[src/rtl/w5300_bus_ctrl_pkg.sv]
// W5300 bus constants shared by the controller and its users.
package W5300;

    // Access direction carried in bit 10 of the request address
    localparam logic RD = 1'b0;
    localparam logic WR = 1'b1;

    // Default bus timing, in clk cycles
    localparam int unsigned SETUP_CYC_DEF   = 1;
    localparam int unsigned STROBE_CYC_DEF  = 4;
    localparam int unsigned RECOVER_CYC_DEF = 2;

endpackage

[src/rtl/w5300_bus_ctrl.sv]
// W5300 parallel bus controller: chip reset / PLL lock init, then
// back-to-back unhandshaked accesses timed by one shared down-counter.
module w5300_bus_ctrl
    import W5300::*;
#(
    parameter int unsigned SETUP_CYC   = SETUP_CYC_DEF,
    parameter int unsigned STROBE_CYC  = STROBE_CYC_DEF,
    parameter int unsigned RECOVER_CYC = RECOVER_CYC_DEF,
    parameter int unsigned RST_CYC     = 100,
    parameter int unsigned LOCK_CYC    = 500000
) (
    input  logic        clk,
    input  logic        rst,
    input  logic [10:0] addr,
    input  logic [15:0] wr_data,
    output logic [15:0] rd_data,
    output logic        op_state,
    output logic        ready,
    output logic        w5300_rst_n,
    output logic        w5300_cs_n,
    output logic        w5300_rd_n,
    output logic        w5300_wr_n,
    output logic [9:0]  w5300_addr,
    output logic [15:0] w5300_data_o,
    input  logic [15:0] w5300_data_i,
    output logic        w5300_data_oe
);

    typedef enum logic [2:0] {
        ChipReset,
        WaitLock,
        Latch,
        Setup,
        Strobe,
        Recover
    } state_t;

    state_t      state;
    logic [31:0] cnt;
    logic        cnt_done;
    logic        lat_wr;

    assign cnt_done = (cnt == '0);

    // Single FSM: every output is registered, the counter is reloaded on state entry
    always_ff @(posedge clk) begin
        if (rst) begin
            state         <= ChipReset;
            cnt           <= 32'(RST_CYC - 1);
            ready         <= 1'b0;
            op_state      <= 1'b0;
            rd_data       <= '0;
            lat_wr        <= 1'b0;
            w5300_rst_n   <= 1'b0;
            w5300_cs_n    <= 1'b1;
            w5300_rd_n    <= 1'b1;
            w5300_wr_n    <= 1'b1;
            w5300_data_oe <= 1'b0;
            w5300_addr    <= '0;
            w5300_data_o  <= '0;
        end else begin
            op_state <= 1'b0;
            if (!cnt_done)
                cnt <= cnt - 32'd1;

            unique case (state)
                ChipReset: begin
                    if (cnt_done) begin
                        state       <= WaitLock;
                        cnt         <= 32'(LOCK_CYC - 1);
                        w5300_rst_n <= 1'b1;
                    end
                end
                WaitLock: begin
                    if (cnt_done) begin
                        state <= Latch;
                        cnt   <= '0;
                        ready <= 1'b1;
                    end
                end
                Latch: begin
                    // The output registers double as the latched request
                    state         <= Setup;
                    cnt           <= 32'(SETUP_CYC - 1);
                    lat_wr        <= (addr[10] == WR);
                    w5300_cs_n    <= 1'b0;
                    w5300_addr    <= addr[9:0];
                    w5300_data_o  <= wr_data;
                    w5300_data_oe <= (addr[10] == WR);
                end
                Setup: begin
                    if (cnt_done) begin
                        state      <= Strobe;
                        cnt        <= 32'(STROBE_CYC - 1);
                        w5300_rd_n <= lat_wr;
                        w5300_wr_n <= !lat_wr;
                    end
                end
                Strobe: begin
                    if (cnt_done) begin
                        state      <= Recover;
                        cnt        <= 32'(RECOVER_CYC - 1);
                        w5300_rd_n <= 1'b1;
                        w5300_wr_n <= 1'b1;
                        w5300_cs_n <= 1'b1;
                        if (!lat_wr)
                            rd_data <= w5300_data_i;
                        // Pulse lands on the last Recover cycle, which is the first when RECOVER_CYC==1
                        op_state <= (RECOVER_CYC == 1);
                    end
                end
                Recover: begin
                    if (cnt_done) begin
                        state         <= Latch;
                        cnt           <= '0;
                        w5300_data_oe <= 1'b0;
                    end else begin
                        op_state <= (cnt == 32'd1);
                    end
                end
                default: begin
                    state <= ChipReset;
                    cnt   <= 32'(RST_CYC - 1);
                end
            endcase
        end
    end

endmodule

[config.mk]
export PLATFORM = sky130hd
export DESIGN_NAME = w5300_bus_ctrl
export DESIGN_NICKNAME = d
export VERILOG_FILES = /design/src/rtl/w5300_bus_ctrl_pkg.sv /design/src/rtl/w5300_bus_ctrl.sv
export SDC_FILE = /design/constraint.sdc
export NUM_CORES = 1
export LEC_CHECK = 0
export BUFFER_PORTS_ARGS = -buffer_cell sky130_fd_sc_hd__buf_2
export CAP_MARGIN = 20
export CORE_ASPECT_RATIO = 1.75
export CORE_MARGIN = 5
export CORE_UTILIZATION = 25
export DETAILED_ROUTE_END_ITERATION = 8
export GPL_TIMING_DRIVEN = 1
export PLACE_DENSITY = 0.42
export REMOVE_ABC_BUFFERS = 1
export SETUP_SLACK_MARGIN = 0.05
export SYNTH_ARGS = -nofsm -noshare
export SYNTH_HDL_FRONTEND = slang
export SYNTH_SLANG_ARGS = --single-unit
export TNS_END_PERCENT = 20
[constraint.sdc]
create_clock -name clk -period 2.87 [get_ports clk]
set_input_delay 0.1435 -clock clk [delete_from_list [all_inputs] [get_ports clk]]
set_output_delay 0.1435 -clock clk [all_outputs]
set_load 0.01 [all_outputs]
Yosys cells after proc, flatten, opt, wreduce, memory -nomap -nowiden
Index checks and enable logic that the tools add are counted.

RAM bits: 0. Memories: 0. Word-level logic and storage cells: 60. Output and inout bits: 49. Latch bits: 0. Input port bits: 45. Flip-flop bits (word level): 85. Memory bits (read-only): 0.

$lt $le $gt $ge: 0. Multiply operators: 0. Mux-type cells: 18. Shift operators: 0. Bitwise gates (word level): 2. Equal/unequal tests: 11. Div/mod/pow operators: 0. Reductions and logical operators: 15. Add/subtract/negate cells: 1.

Operator list (number): 32-bit one-hot mux with 5 select lines (1); 32-bit 2-to-1 mux (4); 32-bit by 1-bit == test with 1-bit output (second input constant) (1); 32-bit logical NOT (1); 32-bit by 1-bit subtractor with 32-bit output (second input constant) (1); 3-bit one-hot mux with 5 select lines (1); 3-bit 2-to-1 mux (4); 2-bit != test (second input constant) (4); 1-bit one-hot mux with 2 select lines (4); 2-bit AND reduction (4); 3-bit by 2-bit == test with 1-bit output (second input constant) (2); 3-bit == test (second input constant) (2); 3-bit AND reduction (2); 2-bit nonzero test (3); 1-bit 2-to-1 mux (4); 4-bit AND reduction (1); 3-bit by 1-bit == test with 1-bit output (second input constant) (1); 3-bit logical NOT (1); 3-bit OR reduction (1); 2-bit by 1-bit != test with 1-bit output (second input constant) (1); 1-bit inverter (2); 2-bit OR reduction (1); 1-bit logical NOT (1).

Logic depth before layout (Yosys ltp)
Gate-level depths: netlist of the first run.

Depth after elaboration: 4. Gate-level depth with buffers: 10. Depth with buffers taken out: 7.

Least setup slack after synthesis of the first run
No wires, ideal clock.

Path type: reg-to-reg. From: register cnt[0]. To: register rd_data[3]. Path slack: 106 ps. Arrival time: 2636 ps. Data required time: 2742 ps. Stages on the path, launching flop included: 11. Library setup time: 128 ps. Path buffers: 3. Period minus slack after synthesis: 2764 ps. Path through: dfxtp_1 > inv_1 > ha_1 > or4b_1 > buf_2 > or4_4 > buf_6 > nor4_4 > buf_6 > mux2i_1 > nor2_1.

Longest elaborated chain between the ends: 2.

RTL lines: start: declaration (RTL line w5300_bus_ctrl.sv:39) `logic [31:0] cnt;`; start signal: assignment (RTL line w5300_bus_ctrl.sv:49) `cnt <= 32'(RST_CYC - 1);`; start signal: assignment (RTL line w5300_bus_ctrl.sv:64) `cnt <= cnt - 32'd1;`; start signal: assignment (RTL line w5300_bus_ctrl.sv:70) `cnt <= 32'(LOCK_CYC - 1);`; 32-bit logical NOT (RTL line w5300_bus_ctrl.sv:43) `assign cnt_done = (cnt == '0);`; 3-bit AND reduction (no source line); end signal: assignment (RTL line w5300_bus_ctrl.sv:107) `rd_data <= w5300_data_i;`; end: declaration (RTL line w5300_bus_ctrl.sv:16) `output logic [15:0] rd_data,`.

No other way between the ends. A chain may end at the register's enable or synchronous reset.

Worst setup path in the final report of the first run
From: register cnt[0]. To: register rd_data[12].

Same word-level chain as after synthesis.

==> flow_summary.ini, run 1 <==
[place]
gp_congestion = 0.761
dp_cells = 662
dp_hpwl_um = 7160
pre_cts_slack_ns = 0.251
port_buffers = 93

[cts]
htree_levels = 3
clk_path_buf_depth = 2
cts_hold_buf = 0
clk_latency_ns = 0.34
post_cts_buffers = 0
clockRootBuffer = clkbuf_16
cts.sinks = 85
cts_made_buffers = 9
cts_tree = built
ctsResizeCount = 0
cts.clk_slew.worst_paths_ns = 0.07

[sta]
finalMaxSlewViolations = 0
rsz0062_at_grt = no
final.period_utilization = 0.905
fmax_ghz = 0.385
worstMarginPinSlew_ns = 0.571
final.setup_skew_ns = 0.0112
relSlewSlack = 0.617
min_period_ns = 2.60
setup_violations = 0
worst_slack_ns = 0.273
hold_viol = 0

[pwr]
power.switching_mw = 0.545
swShare = 0.218
internal_power_mw = 1.96
peakVddDrop_mv = 0.269
seqPwrFrac = 0.478
powerDensity_nw_per_um2 = 558
leakage_nw = 1.80
pwr-share-clk = 0.480
power_frac_comb = 0.042

[synth]
synth_area_leader_cell = dfxtp_1
ys_seq_area_frac = 0.484
yosys_warnings = 0
postSynthAreaPerCell_um2 = 8.66
synthTopCellsByArea = dfxtp_1 (48%), nand2_1 (7.3%), a21oi_1 (7.0%)
ys_seq_elements = 85
synth.distinct_cells = 36
synthCells = 406
netlist.area_leader.share = 0.484
syn_area_um2 = 3520

[finish]
syn2layout_area_growth_pct = 27.5
drive_gt1_frac = 0.254
fillers = 1515
fin_util = 0.324
final_nets = 543
final_cell_mix = buf_2 (93), dfxtp_1 (85), nand2_1 (68)
finalNonFillerCells = 677
n_antenna_cell = 0
layout_commonest_cell = buf_2

[route]
drt_wl_total_um = 9650
ant_nets = 0
drc = 0
routed_via_density = 4.61
routedWlPerCell_um = 14.3
first_pass_iters = 4
first_iter_violations = 131
num_vias = 3121

[worst_hold_path]
hold_class = input pin to flip-flop

[critical_path]
crit_chain = inv_1 > ha_1 > or4b_1 > or4_4 > nor4_4 > buf_12 > mux2i_1 > nor2_1
crit_type = flip-flop to flip-flop
path_buf_inv = 2
cp.required_ns = 3.08
crit_slowest_cell = or4_4
max_stage_delay_ns = 0.60
cp-end-kind = flip-flop
worstPathArrival_ns = 2.80
cp_max_fo = 16
crit_family = simple AND/OR/NAND/NOR gates
start_kind = flip-flop

[grt]
grt_use_total = 0.117
grt_max_degree = 52
grt_pass1_vias = 3069
grt_overflow = 0
grt_pass1_wl_um = 15500
antenna_found_initial = 0

[die]
io_pins = 94
start_util = 0.254
die_h_um = 167
die_w_um = 99.6
row_count = 57
die_area_um2 = 16600
core_um2 = 13800

[flow_run]
drv_cap = 0

[run_status]
status = completed
[synth_stat cells, drive strengths merged]
cell	instances
dfxtp	85
nand2	68
a21oi	49
nor2	44
mux2i	20
clkbuf	17
nor3	13
or4	13
or3	12
xnor2	11
nor4	8
buf	7
o21ai	7
o31ai	7
nand2b	6
xor2	6
a21o	4
inv	4
nand3	4
nor2b	3
nor3b	3
a31oi	2
ha	2
nand4	2
or2	2
a31o	1
nand4b	1
o211ai	1
o21bai	1
o22ai	1
o41ai	1
or4b	1
[state kept, by name (all words and copies together) (netlist names)]
| register | cells |
|---|---|
| lat_wr | 1 |
| state | 3 |
| ready | 1 |
| w5300_addr | 10 |
| w5300_rst_n | 1 |
| cnt | 32 |
| w5300_data_o | 16 |
| w5300_data_oe | 1 |
| w5300_rd_n | 1 |
| op_state | 1 |
| w5300_cs_n | 1 |
| rd_data | 16 |
| w5300_wr_n | 1 |
[worst min-delay path, delay by kind of cell]
kind / cells / cell delay [ns]
buffers and inverters: 1 / 0.07
and+or+nand+nor: 1 / 0.07
muxes: 1 / 0.05
[cell families (layout without fill, tap and decap cells)]
kind of cell,count (synthesis),after routing,share of synthesized area
AND/OR/NAND/NOR,180,180,0.254
flip-flops,85,85,0.484
AO/OA/AOI/OAI,74,74,0.118
buffers and inverters,28,122,0.0377
multiplexers,20,20,0.0569
XOR/XNOR,17,17,0.0423
adder cells (fa/ha/maj),2,2,0.00712
[per-layer routing]
layer  wire, um  global-route usage  up-vias
met1       3910               0.121     1468
li1           -                   -     1581
met3        468              0.0368        8
met5          0                   0        -
met4        149              0.0392        0
met2       5120               0.218       64
[final timing paths]
path	from	end	slack (ns)	cells after the start
setup / recovery	cnt[0]$_SDFF_PP1_	rd_data[12]$_SDFFE_PP0P_	0.27	8
hold / removal	w5300_data_i[7]	rd_data[7]$_SDFFE_PP0P_	0.03	3
setup reg to reg	cnt[0]$_SDFF_PP1_	rd_data[12]$_SDFFE_PP0P_	0.27	8
hold reg to reg	w5300_data_o[3]$_SDFFE_PP0P_	w5300_data_o[3]$_SDFFE_PP0P_	0.45	2
[through the flow]
step           hold WS (ns)  cell area [um2]  total power, mW  TNS, ns
6_report             0.0326             4480             2.50        0
5_1_grt              0.0252             4480             2.60        0
4_1_cts              0.0192             4480             2.54        0
3_5_place_dp          0.384             4180             1.33        0
3_3_place_gp          0.378             4180             1.33        0
2_1_floorplan         0.213             3400             1.26    -1.40
[power by group through the flow]
stage,clock network (mW),registers (mW),logic [mW]
after global routing,1.29,1.20,0.115
after CTS,1.24,1.20,0.106
final,1.20,1.20,0.104
after global placement,0,1.22,0.106
after detailed placement,0,1.22,0.105
after floorplan,0,1.22,0.0431
[final cells by class]
| class | count | area (um2) | area share |
|---|---|---|---|
| Inverter | 4 | 15.0 | 0.00335 |
| Timing Repair Buffer | 103 | 553 | 0.123 |
| Clock inverter | 4 | 55.1 | 0.0123 |
| Clock buffer | 11 | 253 | 0.0564 |
| Multi-Input combinational cell | 293 | 1680 | 0.376 |
| Sequential cell | 85 | 1700 | 0.380 |
| Tap cell | 177 | 221 | 0.0494 |
Note: power is estimated with default switching activity, not from simulation.
==> inputs of run 2 (changes only) <==
Settings changed: CORE_UTILIZATION 25 to 40, PLACE_DENSITY 0.42 to 0.63.
==> run 2 against run 1 <==
  * Die area fell by 35%
  * Worst hold slack better by 0.0064 ns
  * Clock power down 8%
  * Critical path type unchanged
  * Routed wire length down 8.9%
  * Sequential share of layout area increased by 1.0 points
  * Clock skew shrank 0.0037 ns
==> flow_summary.ini, run 2 (same netlist as run 1, synthesis figures left out) <==
[route]
first_iter_violations = 145
num_vias = 3114
routedWlPerCell_um = 14.3
first_pass_iters = 4
drc = 0
ant_nets = 0
routed_via_density = 5.05
drt_wl_total_um = 8790

[cts]
cts.clk_slew.worst_paths_ns = 0.06
clk_path_buf_depth = 2
htree_levels = 3
cts_hold_buf = 0
cts_tree = built
cts_made_buffers = 9
cts.sinks = 85
post_cts_buffers = 0
ctsResizeCount = 0
clockRootBuffer = clkbuf_16
clk_latency_ns = 0.34

[sta]
final.period_utilization = 0.909
min_period_ns = 2.61
relSlewSlack = 0.654
fmax_ghz = 0.383
setup_violations = 0
rsz0062_at_grt = no
hold_viol = 0
worstMarginPinSlew_ns = 0.515
finalMaxSlewViolations = 0
final.setup_skew_ns = 0.00749

[grt]
grt_max_degree = 37
grt_pass1_vias = 3042
antenna_found_initial = 0
grt_use_total = 0.170
grt_overflow = 0
grt_pass1_wl_um = 14400

[place]
port_buffers = 93
place_area_um2 = 4080
gp_congestion = 0.859
dp_hpwl_um = 6550

[finish]
largest_reg_flops = 32
stdcell_area_um2 = 4370
final_cell_mix = buf_2 (93), dfxtp_1 (85), nand2_1 (68)
seq_area_um2 = 1700
biggestRegsByFlops = cnt (32), rd_data (16), w5300_data_o (16)
n_antenna_cell = 0
drive_gt1_frac = 0.254
final_nets = 542
layout_commonest_cell = buf_2
syn2layout_area_growth_pct = 24.2
fillers = 849
multi_input_area_um2 = 1680
top_register = cnt

[die]
io_pins = 94
die_area_um2 = 10800
die_h_um = 134
start_util = 0.408
core_um2 = 8610
row_count = 45
die_w_um = 80.9

[critical_path]
max_stage_delay_ns = 0.59
worstPathArrival_ns = 2.83
crit_type = flip-flop to flip-flop
cp-end-kind = flip-flop
crit_family = simple AND/OR/NAND/NOR gates
crit_slowest_cell = or4_4
start_kind = flip-flop
cp_max_fo = 16
path_buf_inv = 2
cp.required_ns = 3.09
crit_chain = inv_1 > ha_1 > or4b_1 > or4_4 > nor4_4 > buf_4 > mux2i_1 > nor2_1

[pwr]
peakVddDrop_mv = 0.369
power.total_mw = 2.40
powerDensity_nw_per_um2 = 549
leakage_nw = 1.78

[worst_hold_path]
hold_class = input pin to flip-flop

[flow_run]
drv_cap = 0

[run_status]
status = completed
run 2: worst min-delay path, stage by stage:
cell and delay (ns):
buf_2 0.09, nand2_1 0.05, a21oi_1 0.05
run 2: final cells by class:
class,count,area share
clock buffers,10,0.0547
clock inverters,6,0.0106
inverters,4,0.00344
multi-input cells,293,0.386
flip-flops and latches,85,0.390
well taps,117,0.0335
repair buffers,102,0.122
run 2: report_power, final:
part	switching, mW	internal [mW]
clock network	0.483	0.614
logic	0.0550	0.0465
registers	0.00879	1.19
total	0.547	1.85
run 2: per-stage QoR:
step	setup TNS, ns	setup WS, ns	util	hold slack, ns	instances
finish	0	0.261	0.507	0.0390	617
detailed placement	0	0.243	0.474	0.388	601
floorplan	-1.40	-0.0872	-	0.213	382
global placement	0	0.318	0.474	0.376	601
global route	0	0.0874	0.507	0.0372	617
CTS	0	0.233	0.507	0.0290	617
run 2: per-layer routing:
metal	track usage	share of wire
met5	0	0
met4	0.0808	0.026
met3	0.0376	0.044
met2	0.299	0.53
met1	0.190	0.40
run 2: path summary, 6_finish.rpt:
kind	startpoint	endpoint	slack, ns	cells after the start
setup / recovery	cnt[0]$_SDFF_PP1_	rd_data[11]$_SDFFE_PP0P_	0.26	8
hold / removal	wr_data[0]	w5300_data_o[0]$_SDFFE_PP0P_	0.04	3
setup reg to reg	cnt[0]$_SDFF_PP1_	rd_data[11]$_SDFFE_PP0P_	0.26	8
hold reg to reg	w5300_addr[8]$_SDFFE_PP0P_	w5300_addr[8]$_SDFFE_PP0P_	0.45	2
